<file path="config.mk">
export PLATFORM = sky130hd
export DESIGN_NAME = config_stream_loader
export DESIGN_NICKNAME = d
export VERILOG_FILES = /design/src/rtl/config_loader_pkg.sv /design/src/rtl/loader_watchdog.sv /design/src/rtl/config_stream_loader.sv
export SDC_FILE = /design/constraint.sdc
export NUM_CORES = 1
export LEC_CHECK = 0
export CORE_ASPECT_RATIO = 1.75
export CORE_UTILIZATION = 35
export CTS_CLUSTER_DIAMETER = 150
export CTS_CLUSTER_SIZE = 12
export DETAILED_ROUTE_END_ITERATION = 6
export DONT_BUFFER_PORTS = 1
export PLACE_DENSITY = 0.55
export RECOVER_POWER = 100
export SYNTH_ARGS = -nofsm -noshare
export SYNTH_HDL_FRONTEND = slang
export SYNTH_HIERARCHICAL = 1
export SYNTH_SLANG_ARGS = --single-unit
</file>
<file path="constraint.sdc">
create_clock -name clk -period 3.7 [get_ports clk]
set_input_delay 0.185 -clock clk [delete_from_list [all_inputs] [get_ports clk]]
set_output_delay 0.185 -clock clk [all_outputs]
set_load 0.02 [all_outputs]
</file>
<file path="src/rtl/config_loader_pkg.sv">
// -----------------------------------------------------------------------------
// config_loader_pkg
// Shared definitions for the fabric configuration stream loader:
//   state_t            loader FSM states
//   MAGIC              expected header upper half
//   ERR_*              err_code values reported by the loader
//   DEFAULT_IDLE_ADDR  parked bus address (section 16'hFFFF is never decoded)
//   sat_inc16()        saturating 16-bit increment used for pairs_written
// -----------------------------------------------------------------------------
package config_loader_pkg;

  typedef enum logic [2:0] {
    ST_IDLE,
    ST_HDR,
    ST_ADDR,
    ST_DATA,
    ST_WRITE,
    ST_CHECK,
    ST_DONE,
    ST_ERROR
  } state_t;

  localparam logic [15:0] MAGIC = 16'hC0F1;

  localparam logic [1:0] ERR_NONE     = 2'd0;
  localparam logic [1:0] ERR_MAGIC    = 2'd1;
  localparam logic [1:0] ERR_CHECKSUM = 2'd2;
  localparam logic [1:0] ERR_TIMEOUT  = 2'd3;

  localparam logic [31:0] DEFAULT_IDLE_ADDR = 32'hFFFF_FFFF;

  function automatic logic [15:0] sat_inc16(input logic [15:0] v);
    return (v == 16'hFFFF) ? v : v + 16'd1;
  endfunction

endpackage

</file>
<file path="src/rtl/loader_watchdog.sv">
// -----------------------------------------------------------------------------
// loader_watchdog
// Counts idle cycles while the loader is waiting for a stream word.
// Ports:
//   clk        fabric clock
//   reset      asynchronous, active-low reset
//   i_clear    zero the counter (word accepted or FSM state change)
//   i_enable   count this cycle (ready and no valid word offered)
//   o_expired  this cycle's increment reaches TIMEOUT; the FSM leaves the
//              waiting state on the same edge, which also clears the counter
// -----------------------------------------------------------------------------
module loader_watchdog #(
  parameter int TIMEOUT = 1024
) (
  input  logic clk,
  input  logic reset,
  input  logic i_clear,
  input  logic i_enable,
  output logic o_expired
);

  // The counter never needs to hold TIMEOUT itself: expiry is flagged while
  // it still holds TIMEOUT-1, so clog2(TIMEOUT) bits suffice.
  localparam int CW = (TIMEOUT > 2) ? $clog2(TIMEOUT) : 1;

  logic [CW-1:0] r_count;

  always_ff @(posedge clk or negedge reset) begin
    if (!reset) begin
      r_count <= '0;
    end else if (i_clear) begin
      r_count <= '0;
    end else if (i_enable) begin
      r_count <= r_count + CW'(1);
    end
  end

  assign o_expired = i_enable && (r_count == CW'(TIMEOUT - 1));

endmodule

</file>
<file path="src/rtl/config_stream_loader.sv">
// -----------------------------------------------------------------------------
// config_stream_loader
// Fabric configuration sequencer. Takes a valid/ready stream of 32-bit words
// (header, N address/data pairs, checksum), checks the header magic and a
// running XOR checksum, and drives each pair onto the shared config bus for
// HOLD_CYCLES cycles. Between pairs the bus parks on IDLE_ADDR with data 0.
// Ports:
//   clk            fabric clock
//   reset          asynchronous, active-low reset
//   start          single-cycle pulse, begins a load when idle
//   abort          level, cancels a load in progress
//   in_data        stream word
//   in_valid       stream word valid
//   in_ready       loader accepts in_data this cycle (from state only)
//   config_addr    config bus address [31:16] section, [15:0] tile_id
//   config_data    config bus data
//   busy           load in progress
//   done           sticky, last load completed with a good checksum
//   error          sticky, last load failed
//   err_code       0 none, 1 bad magic, 2 checksum mismatch, 3 timeout
//   pairs_written  pairs driven onto the bus in the current/last load
// -----------------------------------------------------------------------------
module config_stream_loader
  import config_loader_pkg::*;
#(
  parameter int          HOLD_CYCLES = 1,
  parameter int          TIMEOUT     = 1024,
  parameter logic [31:0] IDLE_ADDR   = DEFAULT_IDLE_ADDR
) (
  input  logic        clk,
  input  logic        reset,
  input  logic        start,
  input  logic        abort,
  input  logic [31:0] in_data,
  input  logic        in_valid,
  output logic        in_ready,
  output logic [31:0] config_addr,
  output logic [31:0] config_data,
  output logic        busy,
  output logic        done,
  output logic        error,
  output logic [1:0]  err_code,
  output logic [15:0] pairs_written
);

  state_t      r_state,      w_state_next;
  logic [31:0] r_addr_bus,   w_addr_bus_next;
  logic [31:0] r_data_bus,   w_data_bus_next;
  logic [31:0] r_pend_addr,  w_pend_addr_next;
  logic [15:0] r_remaining,  w_remaining_next;
  logic [3:0]  r_hold_cnt,   w_hold_next;
  logic [31:0] r_checksum,   w_checksum_next;
  logic [15:0] r_pairs,      w_pairs_next;
  logic        r_done,       w_done_next;
  logic        r_error,      w_error_next;
  logic [1:0]  r_err_code,   w_err_code_next;

  logic w_in_ready;
  logic w_busy;
  logic w_accept;
  logic w_wd_clear;
  logic w_wd_expired;

  assign w_in_ready = (r_state == ST_HDR) || (r_state == ST_ADDR) ||
                      (r_state == ST_DATA) || (r_state == ST_CHECK);
  assign w_busy     = w_in_ready || (r_state == ST_WRITE);
  assign w_accept   = in_valid && w_in_ready;

  // Any accepted word or state change restarts the idle count.
  assign w_wd_clear = w_accept || (w_state_next != r_state);

  loader_watchdog #(
    .TIMEOUT (TIMEOUT)
  ) u_watchdog (
    .clk       (clk),
    .reset     (reset),
    .i_clear   (w_wd_clear),
    .i_enable  (w_in_ready && !in_valid),
    .o_expired (w_wd_expired)
  );

  always_ff @(posedge clk or negedge reset) begin
    if (!reset) begin
      r_state     <= ST_IDLE;
      r_addr_bus  <= IDLE_ADDR;
      r_data_bus  <= '0;
      r_pend_addr <= '0;
      r_remaining <= '0;
      r_hold_cnt  <= '0;
      r_checksum  <= '0;
      r_pairs     <= '0;
      r_done      <= 1'b0;
      r_error     <= 1'b0;
      r_err_code  <= ERR_NONE;
    end else begin
      r_state     <= w_state_next;
      r_addr_bus  <= w_addr_bus_next;
      r_data_bus  <= w_data_bus_next;
      r_pend_addr <= w_pend_addr_next;
      r_remaining <= w_remaining_next;
      r_hold_cnt  <= w_hold_next;
      r_checksum  <= w_checksum_next;
      r_pairs     <= w_pairs_next;
      r_done      <= w_done_next;
      r_error     <= w_error_next;
      r_err_code  <= w_err_code_next;
    end
  end

  always_comb begin
    w_state_next     = r_state;
    w_addr_bus_next  = r_addr_bus;
    w_data_bus_next  = r_data_bus;
    w_pend_addr_next = r_pend_addr;
    w_remaining_next = r_remaining;
    w_hold_next      = r_hold_cnt;
    w_checksum_next  = r_checksum;
    w_pairs_next     = r_pairs;
    w_done_next      = r_done;
    w_error_next     = r_error;
    w_err_code_next  = r_err_code;

    case (r_state)
      ST_IDLE: begin
        // Simultaneous abort suppresses the start.
        if (start && !abort) begin
          w_state_next    = ST_HDR;
          w_done_next     = 1'b0;
          w_error_next    = 1'b0;
          w_err_code_next = ERR_NONE;
          w_pairs_next    = '0;
          w_checksum_next = '0;
        end
      end

      ST_HDR: begin
        if (w_wd_expired) begin
          w_state_next    = ST_ERROR;
          w_error_next    = 1'b1;
          w_err_code_next = ERR_TIMEOUT;
        end else if (w_accept) begin
          if (in_data[31:16] != MAGIC) begin
            w_state_next    = ST_ERROR;
            w_error_next    = 1'b1;
            w_err_code_next = ERR_MAGIC;
          end else begin
            w_checksum_next  = in_data;
            w_remaining_next = in_data[15:0];
            if (in_data[15:0] == 16'd0) begin
              w_state_next = ST_CHECK;
            end else begin
              w_state_next = ST_ADDR;
            end
          end
        end
      end

      ST_ADDR: begin
        if (w_wd_expired) begin
          w_state_next    = ST_ERROR;
          w_error_next    = 1'b1;
          w_err_code_next = ERR_TIMEOUT;
        end else if (w_accept) begin
          w_pend_addr_next = in_data;
          w_checksum_next  = r_checksum ^ in_data;
          w_state_next     = ST_DATA;
        end
      end

      ST_DATA: begin
        if (w_wd_expired) begin
          w_state_next    = ST_ERROR;
          w_error_next    = 1'b1;
          w_err_code_next = ERR_TIMEOUT;
        end else if (w_accept) begin
          // Address and data land on the bus on the same edge.
          w_checksum_next = r_checksum ^ in_data;
          w_addr_bus_next = r_pend_addr;
          w_data_bus_next = in_data;
          w_pairs_next    = sat_inc16(r_pairs);
          w_hold_next     = 4'(HOLD_CYCLES - 1);
          w_state_next    = ST_WRITE;
        end
      end

      ST_WRITE: begin
        if (r_hold_cnt == 4'd0) begin
          w_addr_bus_next  = IDLE_ADDR;
          w_data_bus_next  = '0;
          w_remaining_next = r_remaining - 16'd1;
          if (r_remaining == 16'd1) begin
            w_state_next = ST_CHECK;
          end else begin
            w_state_next = ST_ADDR;
          end
        end else begin
          w_hold_next = r_hold_cnt - 4'd1;
        end
      end

      ST_CHECK: begin
        if (w_wd_expired) begin
          w_state_next    = ST_ERROR;
          w_error_next    = 1'b1;
          w_err_code_next = ERR_TIMEOUT;
        end else if (w_accept) begin
          if (in_data == r_checksum) begin
            w_state_next = ST_DONE;
            w_done_next  = 1'b1;
          end else begin
            w_state_next    = ST_ERROR;
            w_error_next    = 1'b1;
            w_err_code_next = ERR_CHECKSUM;
          end
        end
      end

      ST_DONE:  w_state_next = ST_IDLE;
      ST_ERROR: w_state_next = ST_IDLE;

      default: begin
        w_state_next    = ST_IDLE;
        w_addr_bus_next = IDLE_ADDR;
        w_data_bus_next = '0;
      end
    endcase

    // Abort overrides everything above, including finishing a WRITE; the
    // pair count of the cancelled load is preserved.
    if (abort && w_busy) begin
      w_state_next    = ST_IDLE;
      w_addr_bus_next = IDLE_ADDR;
      w_data_bus_next = '0;
      w_pairs_next    = r_pairs;
      w_done_next     = 1'b0;
      w_error_next    = 1'b0;
      w_err_code_next = r_err_code;
    end
  end

  assign in_ready      = w_in_ready;
  assign busy          = w_busy;
  assign config_addr   = r_addr_bus;
  assign config_data   = r_data_bus;
  assign done          = r_done;
  assign error         = r_error;
  assign err_code      = r_err_code;
  assign pairs_written = r_pairs;

endmodule

</file>
# Word-level counts from Yosys, hierarchy flattened
# Index checks and enable logic that the tools add are counted.
[totals] out_inout_bits=86 regBits=181 input_bits=37
[classes] reduce_logical=35 bitwise_logic=3 addsub=4 n_eq_ne=41 mux=73
[ops] operator="$mux 32" count=14
[ops] operator="$mux 16" count=8
[ops] operator="$pmux 32 s2" count=2
[ops] operator="$pmux 32 s3" count=1
[ops] operator="$pmux 16 s2" count=2
[ops] operator="$mux 3" count=14
[ops] operator="$eq 32x32->1" count=1
[ops] operator="$xor 32x32->32" count=1
[ops] operator="$pmux 3 s7" count=1
[ops] operator="$mux 10" count=2
[ops] operator="$ne 2x2->1 const B" count=9
[ops] operator="$add 16x1->16 const B" count=1
[ops] operator="$eq 16x1->1 const B" count=1
[ops] operator="$eq 16x16->1 const B" count=1
[ops] operator="$logic_not 16->1" count=1
[ops] operator="$mux 2" count=8
[ops] operator="$ne 16x16->1 const B" count=1
[ops] operator="$sub 16x1->16 const B" count=1
[ops] operator="$ne 3x2->1 const B" count=5
[ops] operator="$mux 1" count=14
[ops] operator="$reduce_and 7->1" count=2
[ops] operator="$eq 3x3->1 const B" count=4
[ops] operator="$mux 4" count=3
[ops] operator="$ne 3x1->1 const B" count=4
[ops] operator="30 further kinds" count=55

# Depth between registers and ports, before layout
# Gate-level depths: netlist (run 1).
[logic_depth] word_depth=12 ltp_mapped=17 mapped_depth_nobuf=14

# Hierarchy
# The synthesis (run 1) kept the hierarchy.
[by_module_without_submodules] mod="config_stream_loader" cells_each=876 seq_area_each_um2=4319.1 n_inst=1 area_per_inst_um2=8519.4
[by_module_without_submodules] mod="loader_watchdog" cells_each=49 seq_area_each_um2=250.2 n_inst=1 area_per_inst_um2=515.5

# Worst setup path after synthesis (run 1)
# Ideal clock, no wire load.
[synth_path] path_kind="register to register" startpoint="register r_state[2]" endpoint="register u_watchdog.r_count[7]" path_stages_with_launch=18 setup_time_ns=0.077 synth_period_minus_slack_ns=3.624 slack_ns=0.076 required_time_ns=3.623 arrival_time_ns=3.546 n_path_buf=3 cell_sequence="dfrtp_1 > buf_2 > nand2b_1 > buf_2 > and2_1 > nor2_1 > buf_6 > nand3_1 > nor4_1 > nand2b_1 > nor2_1 > a311oi_1 > o31ai_2 > o311a_1 > o211ai_1 > o2111ai_4 > or3_2 > a21oi_1"
[synth_via] elab_chain_len=12 elab_cells_between_ends=33 classes_between="8 x eq/ne; 13 x mux; 12 x reduce/logical"
[synth_lines] element="start: declaration" line="config_stream_loader.sv:46" text="state_t r_state, w_state_next;"
[synth_lines] element="start signal: assignment" line="config_stream_loader.sv:96" text="r_state <= w_state_next;"
[synth_lines] element="$eq 3x1->1 / $eq 3x2->1 (equally long branches)" line="config_stream_loader.sv:64" text="assign w_in_ready = (r_state == ST_HDR) || (r_state == ST_ADDR) ||"
[synth_lines] element="$logic_or 1x1->1 (2 in series)" line="config_stream_loader.sv:64"
[synth_lines] element="$logic_or 1x1->1 *" line="config_stream_loader.sv:65" text="(r_state == ST_DATA) || (r_state == ST_CHECK);"
[synth_lines] element="$logic_and 1x1->1 *" line="config_stream_loader.sv:78" text=".i_enable (w_in_ready && !in_valid),"
[synth_lines] element="$logic_and 1x1->1 *" line="loader_watchdog.sv:38" text="assign o_expired = i_enable && (r_count == CW'(TIMEOUT - 1));"
[synth_lines] element="net w_wd_expired" line="config_stream_loader.sv:62" text="logic w_wd_expired;"
[synth_lines] element="$mux 3 (on tied branches)"
[synth_lines] element="$pmux 3 s7 *" line="config_stream_loader.sv:123" text="case (r_state)"
[synth_lines] element="$mux 3 *" line="config_stream_loader.sv:230" text="if (abort && w_busy) begin"
[synth_lines] element="$ne 3x3->1 *" line="config_stream_loader.sv:70" text="assign w_wd_clear = w_accept || (w_state_next != r_state);"
[synth_lines] element="$logic_or 1x1->1 *" line="config_stream_loader.sv:70"
[synth_lines] element="net w_wd_clear" line="config_stream_loader.sv:61" text="logic w_wd_clear;"
[synth_lines] element="$mux 10 / $reduce_bool 2->1 (equally long branches)"
[synth_lines] element="end signal: assignment" line="loader_watchdog.sv:34" text="r_count <= r_count + CW'(1);"
[synth_lines] element="end: declaration" line="loader_watchdog.sv:26" text="logic [CW-1:0] r_count;"
# Mark *: on every way through the listed nets, which the timed path passes. The rest lies on a longest branch.
# A chain may end at the register's enable or synchronous reset.

# Worst setup path after layout (run 1)
[layout_path] startpoint="register r_state[1]" endpoint="register u_watchdog.r_count[7]"
# Same word-level chain as after synthesis.

==> metrics.yaml, run 1 <==
worst_setup_path:
  required_ps: 4080
  worstPathArrival_ps: 3800
  end_kind: "register"
  slowest_stage: "or3_2"
  cp_slowest_stage_delay_ps: 440
  worstPathCellList: "or2b_1 -> and2_1 -> nor2_1 -> nand3_1 -> nor4_2 -> buf_4 -> nand2b_1 -> nor2_1 -> a311oi_1 -> o31ai_1 -> o311a_1 -> o211ai_1 -> buf_4 -> o2111ai_4 -> or3_2 -> a21oi_1"
  crit_buf_inv: 2
  crit_path_max_fanout: 7
  r2r-end: "u_watchdog/r_count[7]"
  path_class: "register to register"
  r2r_slack_ps: 280
  crit_family: "simple AND/OR/NAND/NOR gates"
  worstSetupStartpointType: "register"
  r2r-start: "r_state[1]"
  r2r_cells: 16
power_and_ir_drop:
  p_sw_mw: 3.33
  clkPwrFrac_pct: 22.1
  p_per_area_mw_per_mm2: 771
  combPwrFrac_pct: 35.1
  vdd.ir_drop.worst_v: 0.000394
  total_power_mw: 7.90
  p_leak_nw: 4.03
  swShare_pct: 42.1
  pwr-share-seq_pct: 42.8
  internal_power_mw: 4.57
layout:
  multi_input_area_mm2: 0.00415
  area_growth_pct: 13.4
  regArea_mm2: 0.00457
  fin_nets: 992
  mostFrequentLayoutCells: "149 x dfrtp_1, 143 x o21ai_0, 121 x nor2_1"
  layout_commonest_cell: "dfrtp_1"
  fillers: 2463
  layout.cells.non_filler: 1279
  fin_util_pct: 40.4
  final_cell_area_mm2: 0.0102
  antennaDiodeCount: 0
  drive_gt1_share_pct: 11.4
clock_tree:
  numCtsBuffers: 17
  cts-root-buf: "clkbuf_16"
  clock-sinks: 181
  clk_latency_ps: 450
  hold_buffers: 33
  cts.reportedPaths.clkPinSlew_ps: 70
  clockBufferDepth: 2
  htreeDepth: 4
  cts_tree: "done"
logic_synthesis:
  synth_top_family_by_area: "compound AO/OA/AOI/OAI gates"
  yosysWarnings: 6
  syn_nets: 967
  synth_xor_area_share_pct: 4.85
  synth-simple-area-share_pct: 16.5
  ys_types: 72
  synthMuxAreaShare_pct: 4.46
  syn_inst: 925
  syn_area_per_cell_um2: 9.77
  synth_fa_ha_area_share_pct: 0.692
  ys.flop_type: "dfrtp_1"
  synth_compound_area_share_pct: 19.5
  async_flop_share_pct: 100
  ys_seq_area_share_pct: 50.6
  synth-edff-count: 0
  synth-seq-cells: 181
  synth_area_mm2: 0.00903
floorplanning:
  dieHeight_um: 215
  io-pin-count: 123
  fp-row-count: 77
  fp.dieW_um: 123
  coreArea_mm2: 0.0253
  start_util_pct: 35.7
  fp.dieArea_mm2: 0.0265
timing:
  finalSetupViolCount: 0
  tightest_slew_ps: 1090
  period_minus_slack_ps: 3420
  fin_setup_tns_ps: 0
  maxSlewHeadroom_pct: 27.0
  max_freq_mhz: 293
  hold_violations: 181
  setup_ws_ps: 283
  fin_skew_ps: 13.1
  period_share_pct: 92.3
  slew_viol_final: 0
  whs_ps: -569
run_status:
  failed_checks: "negative hold slack"
  status: "complete, but fails checks"
routing:
  drt_drc_violations_left: 0
  wirelength_mm: 28.8
  first_pass_iters: 5
  drt-wirelength-per-cell_um: 22.5
  drtAntennaViolNets: 0
  viasPerCell: 5.72
  vias: 7313
  drtIter0Drc: 546
placement:
  pre_cts_slack_ps: 291
  routabilityCongestion: 0.892
  dpl.hpwl_mm: 17.5
  placed_cells: 1213
  io_buffer_count: 0
  dpl-instance-area_mm2: 0.00942
grt:
  grt_max_degree: 182
  grt.total_usage_pct: 22.9
  grt_pass1_vias: 7241
  antenna_found_initial: 0
  gr-total-overflow: 0
  grt_first_pass_wirelength_mm: 44.2
flow_run:
  drv_cap: 0
min_path:
  hold_class: "input pin to async pin"
## power groups by stage
stage / combinational [mW] / sequential, mW / clock [mW]
final: 2.77 / 3.38 / 1.74
after global routing: 3.07 / 3.47 / 1.86
after CTS: 2.81 / 3.41 / 1.79
after detailed placement: 2.73 / 3.44 / 0
after global placement: 2.69 / 3.42 / 0
after floorplan: 2.10 / 3.29 / 0
## cells by family after synthesis
logic type,after synthesis
xor gates and xnor gates,50
AOI/OAI and AO/OA,280
adders and majority gates,5
buffers and inverters,72
muxes,36
and+or+nand+nor,301
DFF,181
## flip-flops by register name, summed over array words and instances, names as in the netlist
| name | flops |
|---|---|
| config_addr | 32 |
| config_data | 32 |
| r_checksum | 32 |
| r_pend_addr | 32 |
| pairs_written | 16 |
| r_remaining | 16 |
| u_watchdog/r_count | 10 |
| r_hold_cnt | 4 |
| r_state | 3 |
| err_code | 2 |
| done | 1 |
| error | 1 |
## layer usage
layer | wire length (µm) | vias up | global-route usage [%]
met5 | 0 | - | 0
met4 | 1030 | 0 | 9.76
met3 | 1340 | 55 | 4.73
met2 | 15400 | 214 | 40.0
met1 | 11100 | 3663 | 26.6
li1 | - | 3381 | -
## worst register-to-register path, delay by kind of cell (launching register included)
kind                   cells  cell delay [ps]
AO/OA/AOI/OAI              6             1070
AND/OR/NAND/NOR            8             1540
buffers and inverters      2              320
flip-flops                 1              400
## synth_stat cells, types with 18 or more instances
cell type / number / area [µm²]
a21oi_1: 42 / 210
a22o_1: 18 / 158
clkbuf_1: 34 / 128
dfrtp_1: 149 / 3730
dfstp_2: 32 / 841
mux2_2: 34 / 383
nand2_1: 51 / 191
nand3_1: 29 / 145
nand4_1: 25 / 156
nor2_1: 121 / 454
o21ai_0: 133 / 666
o22a_1: 32 / 280
xnor2_1: 42 / 368
## what timing repair did
action                     4_1_cts  5_1_grt
setup endpoints to repair        0        2
resized for setup                0        1
buffers inserted                 0        1
hold endpoints to repair       293      181
## area by class of cell
cell class,count,area share [%]
clock inverter,15,1.20
multi-input combinational,672,40.6
clock buffer,17,4.15
sequential,181,44.6
tap,316,3.86
timing repair buffer,61,5.00
inverter,17,0.623
## how the worst max path moves through the flow
stage	startpoint	endpoint	slack, ps	cells past startpoint
floorplan	r_state[2]	u_watchdog/r_count[7]	80	17
global placement	r_state[1]	u_watchdog/r_count[9]	370	15
CTS	r_state[1]	u_watchdog/r_count[7]	260	15
finish	r_state[1]	u_watchdog/r_count[7]	280	16
detailed placement	r_state[1]	u_watchdog/r_count[7]	290	15
global route	r_state[1]	u_watchdog/r_count[7]	-10	16
Power figures use the tool's default switching activity.
==> run 2: changes to the inputs <==
--- a/config.mk
+++ b/config.mk
@@ -5,13 +5,13 @@
 export SDC_FILE = /design/constraint.sdc
 export NUM_CORES = 1
 export LEC_CHECK = 0
-export CORE_ASPECT_RATIO = 1.75
+export CORE_ASPECT_RATIO = 1.2
 export CORE_UTILIZATION = 35
 export CTS_CLUSTER_DIAMETER = 150
 export CTS_CLUSTER_SIZE = 12
 export DETAILED_ROUTE_END_ITERATION = 6
 export DONT_BUFFER_PORTS = 1
-export PLACE_DENSITY = 0.55
+export PLACE_DENSITY_LB_ADDON = 0.25
 export RECOVER_POWER = 100
 export SYNTH_ARGS = -nofsm -noshare
 export SYNTH_HDL_FRONTEND = slang
==> run 2 against run 1 <==
The flow still finishes with violations (negative hold slack); first-iteration DRC count grew 19%; critical endpoint unchanged; die area is essentially flat; combinational power is essentially flat; hold slack gained 16 ps.
==> metrics.yaml, run 2 (same netlist as run 1, synthesis figures left out) <==
run_status:
  status: "complete, but fails checks"
  failed_checks: "negative hold slack"
clock_tree:
  clock-sinks: 181  # unchanged
  cts-root-buf: "clkbuf_16"
  htreeDepth: 4  # unchanged
  cts.reportedPaths.clkPinSlew_ps: 80  # about the same
  clk_latency_ps: 450  # about the same
  hold_buffers: 33  # unchanged
  clockBufferDepth: 2  # unchanged
  cts_tree: "done"
  numCtsBuffers: 17  # unchanged
power_and_ir_drop:
  clkPwrFrac_pct: 23.0  # +0.9 points
  p_per_area_mw_per_mm2: 774  # +0.40%
  vdd.ir_drop.worst_v: 0.000326  # -17%
  combPwrFrac_pct: 34.6  # -0.5 points
  total_power_mw: 8.01  # +1.3%
  p_sw_mw: 3.38  # +1.6%
  swShare_pct: 42.3  # +0.12 points
  internal_power_mw: 4.62  # +1.1%
  p_leak_nw: 4.08  # +1.0%
  pwr-share-seq_pct: 42.4  # -0.4 points
layout:
  drive_gt1_share_pct: 11.7  # +0.24 points
  mostFrequentLayoutCells: "149 x dfrtp_1, 143 x o21ai_0, 121 x nor2_1"
  fin_nets: 989  # -0.30%
  layout_commonest_cell: "dfrtp_1"
  multi_input_area_mm2: 0.00418  # +0.63%
  fillers: 2502  # +1.6%
  regArea_mm2: 0.00457  # unchanged
  fin_util_pct: 40.6  # +0.18 points
  layout.cells.non_filler: 1291  # +0.94%
  final_cell_area_mm2: 0.0103  # +0.94%
  area_growth_pct: 14.4
grt:
  grt_max_degree: 182  # unchanged
  grt_first_pass_wirelength_mm: 43.2  # -2.4%
  antenna_found_initial: 0  # unchanged
  gr-total-overflow: 0  # unchanged
  grt_pass1_vias: 7187  # -0.75%
  grt.total_usage_pct: 21.9  # -0.98 points
worst_setup_path:
  r2r_cells: 15  # -1
  worstSetupStartpointType: "register"
  critical_path.most_common_cell: "nor2_1"
  crit_buf_inv: 1  # -1
  worstPathCellList: "or2b_1 -> and2_1 -> nor2_1 -> nand3_1 -> nor4_2 -> nand2b_1 -> nor2_1 -> a311oi_2 -> o31ai_2 -> o311a_1 -> o211ai_1 -> buf_4 -> o2111ai_4 -> or3_2 -> a21oi_1"
  r2r_slack_ps: 330  # +50 ps
  cp_slowest_stage_delay_ps: 440  # about the same
  crit_family: "simple AND/OR/NAND/NOR gates"
  r2r-end: "u_watchdog/r_count[7]"
  end_kind: "register"
  r2r-start: "r_state[1]"
  slowest_stage: "or3_2"
  path_class: "register to register"
  worstPathArrival_ps: 3740  # -60 ps
  crit_path_max_fanout: 7  # unchanged
  required_ps: 4070  # about the same
placement:
  dpl-instance-area_mm2: 0.00943  # +0.15%
  placed_cells: 1224  # +0.91%
  pre_cts_slack_ps: 242  # -48.2 ps
  dpl.hpwl_mm: 17.1  # -2.3%
  io_buffer_count: 0  # unchanged
  routabilityCongestion: 0.879  # -1.4%
floorplanning:
  fp.dieArea_mm2: 0.0265  # about the same
  fp-row-count: 64  # -17%
  dieHeight_um: 178  # -17%
  coreArea_mm2: 0.0255  # +0.50%
  start_util_pct: 35.5  # -0.18 points
  io-pin-count: 123  # unchanged
  fp.dieW_um: 149  # +20%
min_path:
  hold_class: "input pin to async pin"
timing:
  fin_setup_tns_ps: 0  # unchanged
  max_freq_mhz: 297  # +1.3%
  setup_ws_ps: 329  # +45.5 ps
  maxSlewHeadroom_pct: 29.6  # +2.6 points
  fin_skew_ps: 16.1  # +3.04 ps
  slew_viol_final: 0  # unchanged
  finalSetupViolCount: 0  # unchanged
  rsz0062_at_grt: "false"
  period_minus_slack_ps: 3370  # -45.5 ps
  tightest_slew_ps: 1060  # -39.2 ps
  period_share_pct: 91.1  # -1.2 points
  whs_ps: -553  # +15.9 ps
  hold_violations: 181  # unchanged
routing:
  vias: 7388  # +1.0%
  drt-wirelength-per-cell_um: 21.8  # -3.1%
  first_pass_iters: 5  # unchanged
  viasPerCell: 5.72  # about the same
  drtAntennaViolNets: 0  # unchanged
  drtIter0Drc: 650  # +19%
  wirelength_mm: 28.2  # -2.2%
  drt_drc_violations_left: 0  # unchanged
flow_run:
  drv_cap: 0  # unchanged
[run 2: cell type report]
type | instances | area share (%)
clock buffer | 17 | 4.11
inverter | 17 | 0.617
tap | 330 | 3.99
antenna | 1 | 0.0242
clock inverter | 15 | 1.74
sequential | 181 | 44.2
timing repair buffer | 58 | 4.88
multi-input combinational | 672 | 40.4
[run 2: worst max path at each step]
stage	start	endpoint	slack, ps	cells after the start
floorplan	r_state[2]	u_watchdog/r_count[7]	80	17
global placement	r_state[1]	u_watchdog/r_count[7]	290	14
detailed placement	r_state[1]	u_watchdog/r_count[7]	240	14
CTS	r_state[1]	u_watchdog/r_count[7]	230	14
global route	r_state[1]	u_watchdog/r_count[9]	20	15
finish	r_state[1]	u_watchdog/r_count[7]	330	15
[run 2: timing repair]
action / in CTS / in global routing
setup buffers: 0 / 1
endpoints found under the hold margin: 293 / 181
setup endpoints to repair: 0 / 3
gates resized for setup: 0 / 1
[run 2: power groups by stage]
stage	combinational (mW)	clock, mW	sequential [mW]
floorplan	2.10	0	3.29
global placement	2.68	0	3.44
detailed placement	2.71	0	3.45
CTS	2.78	1.88	3.42
global route	3.09	1.95	3.49
finish	2.77	1.84	3.40
[run 2: routing by layer]
layer	vias to the layer above	share of wire, %	global-route usage (%)	routed length [µm]
li1	3397	-	-	-
met1	3734	43	28.6	12100
met2	232	48	35.6	13600
met3	25	6.8	5.24	1910
met4	0	1.9	7.00	530
met5	-	0	0	0
[run 2: worst reg2reg max path: cells and delay by family (launching register included)]
family                 cells  cell delay, ps
AO/OA/AOI/OAI              6            1050
buffers and inverters      1             150
flip-flops                 1             410
AND/OR/NAND/NOR            8            1690
==> run 3: changes to the inputs <==
--- a/config.mk
+++ b/config.mk
@@ -11,7 +11,7 @@
 export CTS_CLUSTER_SIZE = 12
 export DETAILED_ROUTE_END_ITERATION = 6
 export DONT_BUFFER_PORTS = 1
-export PLACE_DENSITY_LB_ADDON = 0.25
+export PLACE_DENSITY = 0.58
 export RECOVER_POWER = 100
 export SYNTH_ARGS = -nofsm -noshare
 export SYNTH_HDL_FRONTEND = slang
==> constraint.sdc (replaced) <==
create_clock -name clk -period 3.6 [get_ports clk]
set_input_delay 0.18 -clock clk [delete_from_list [all_inputs] [get_ports clk]]
set_output_delay 0.18 -clock clk [all_outputs]
set_load 0.02 [all_outputs]
==> run 3 against run 2 <==
The run still ends with negative hold slack left; register-to-register slack lost 90 ps; clock-buffer cell count is the same; sequential power grew 3%; non-clock buffer count grew 4; combinational power grew 3%; die area is the same; hold slack lost 7.1 ps; critical path type unchanged; largest power group unchanged.
==> metrics.yaml, run 3 (same netlist as run 1, synthesis figures left out) <==
routing:
  viasPerCell: 5.70  # -0.34%
  wirelength_mm: 27.9  # -0.86%
  drt_drc_violations_left: 0  # unchanged
  vias: 7380  # -0.11%
  first_pass_iters: 5  # unchanged
  drtAntennaViolNets: 0  # unchanged
  drt-wirelength-per-cell_um: 21.6  # -1.1%
  drtIter0Drc: 662  # +1.8%
timing:
  period_minus_slack_ps: 3360  # -13.5 ps
  period_share_pct: 93.3  # +2.2 points
  whs_ps: -560  # -7.13 ps
  fin_setup_tns_ps: 0  # unchanged
  maxSlewHeadroom_pct: 27.5  # -2.1 points
  rsz0062_at_grt: "false"
  slew_viol_final: 0  # unchanged
  hold_violations: 181  # unchanged
  tightest_slew_ps: 1090  # +31.1 ps
  finalSetupViolCount: 0  # unchanged
  fin_skew_ps: 12.4  # -3.67 ps
  max_freq_mhz: 298  # +0.40%
worst_setup_path:
  r2r-start: "r_state[1]"
  crit_path_max_fanout: 7  # unchanged
  worstSetupStartpointType: "register"
  cp-startpoint: "r_state[1]"
  required_ps: 3960  # -110 ps
  worstPathArrival_ps: 3720  # -20 ps
  end_kind: "register"
  path_class: "register to register"
  r2r_cells: 15  # unchanged
run_status:
  failed_checks: "negative hold slack"
  status: "complete, but fails checks"
power_and_ir_drop:
  pwr-share-seq_pct: 42.0  # -0.4 points
  p_leak_nw: 4.08  # +0.16%
  swShare_pct: 41.2  # -1.1 points
  p_sw_mw: 3.41  # +0.91%
  clkPwrFrac_pct: 23.6  # +0.6 points
  vdd.ir_drop.worst_v: 0.000386  # +18%
  combPwrFrac_pct: 34.3  # -0.3 points
  internal_power_mw: 4.88  # +5.6%
  p_per_area_mw_per_mm2: 802  # +3.6%
flow_run:
  drv_cap: 0  # unchanged
placement:
  dpl.hpwl_mm: 16.8  # -1.8%
  placed_cells: 1226  # +0.16%
  routabilityCongestion: 0.908  # +3.3%
  dpl-instance-area_mm2: 0.00943  # about the same
  io_buffer_count: 0  # unchanged
layout:
  final_cell_area_mm2: 0.0103  # about the same
  area_growth_pct: 14.5  # about the same
  drive_gt1_share_pct: 11.7  # +0.055 points
  fin_nets: 993  # +0.40%
  layout_commonest_cell: "dfrtp_1"
  mostFrequentLayoutCells: "149 x dfrtp_1, 133 x o21ai_0, 121 x nor2_1"
  antennaDiodeCount: 0  # -1
  layout.cells.non_filler: 1294  # +0.23%
clock_tree:
  clk_latency_ps: 440  # about the same
  clockBufferDepth: 2  # unchanged
  cts.reportedPaths.clkPinSlew_ps: 80  # about the same
  cts_tree: "done"
  clock-sinks: 181  # unchanged
  hold_buffers: 33  # unchanged
  htreeDepth: 4  # unchanged
  numCtsBuffers: 17  # unchanged
  cts-root-buf: "clkbuf_16"
floorplanning:
  io-pin-count: 123  # unchanged
  coreArea_mm2: 0.0255  # unchanged
  start_util_pct: 35.5  # unchanged
  fp-row-count: 64  # unchanged
  fp.dieArea_mm2: 0.0265  # unchanged
  fp.dieW_um: 149  # unchanged
  dieHeight_um: 178  # unchanged
grt:
  gr-total-overflow: 0  # unchanged
  grt_max_degree: 182  # unchanged
  grt_first_pass_wirelength_mm: 42.2  # -2.3%
  grt_pass1_vias: 6935  # -3.5%
  antenna_found_initial: 0  # unchanged
  grt.total_usage_pct: 21.4  # -0.55 points
min_path:
  hold_class: "input pin to async pin"
[run 3: cell count changes in the layout (fill, tap and decap cells not counted), moves of 2 or more]
cell	before	now
bufinv_16	0	2
clkinv_8	6	2
o21ai_1	0	10
clkinv_2	0	2
o21ai_0	143	133
buf_4	15	23
clkbuf_2	6	3
[run 3: power groups by stage]
stage	clock network [mW]	registers, mW	logic (mW)
finish	1.96	3.49	2.85
global route	2.09	3.58	3.14
CTS	2.01	3.51	2.84
detailed placement	0	3.55	2.77
global placement	0	3.52	2.73
floorplan	0	3.38	2.16
[run 3: metrics by stage]
stage                     util [%]  setup slack (ps)  total power, mW
after floorplan                  -               119             5.54
after CTS                     40.7               163             8.36
after global placement        37.0               292             6.25
after global routing          40.6              20.8             8.80
after detailed placement      37.0               214             6.31
final                         40.6               242             8.30
[run 3: worst max-delay path: stages (launching register included)]
cell and delay (ps):
dfrtp_1 400, or2b_1 280, and2_0 180, nor2_1 130, nand3_1 130, nor4_2 210
buf_4 200, nor2_1 50, a311oi_1 280, o31ai_1 160, o311a_1 150, o211ai_1 190
buf_4 150, o2111ai_4 170, or3_2 440, a21oi_1 150
[run 3: cell type report]
type | instances | area [µm²]
inverters | 17 | 63.8
fillers | 2529 | 15100
repair buffers | 62 | 533
multi-input cells | 672 | 4150
flip-flops and latches | 181 | 4570
clock inverters | 15 | 188
clock buffers | 17 | 425
well taps | 330 | 413
[run 3: path summary, 6_finish.rpt]
| path | endpoint | slack [ps] |
|---|---|---|
| max | u_watchdog/r_count[7] | 240 |
| min | r_pend_addr[23] | -560 |
| max reg2reg | u_watchdog/r_count[7] | 240 |
| min reg2reg | config_addr[16] | 490 |
| max in group asynchronous | config_addr[9] | 3880 |
| min in group clk | r_checksum[15] | 20 |
[run 3: repair_timing]
action                     in CTS  in global routing
resized for setup               0                  0
buffers inserted                0                  3
hold endpoints to repair      293                181
setup endpoints to repair       0                  3
[run 3: per-layer routing]
layer | global-route usage, % | wire (µm) | vias to the layer above
li1 | - | - | 3402
met5 | 0 | 0 | -
met4 | 6.27 | 493 | 0
met2 | 35.6 | 13800 | 240
met3 | 5.68 | 1770 | 31
met1 | 27.1 | 11900 | 3707
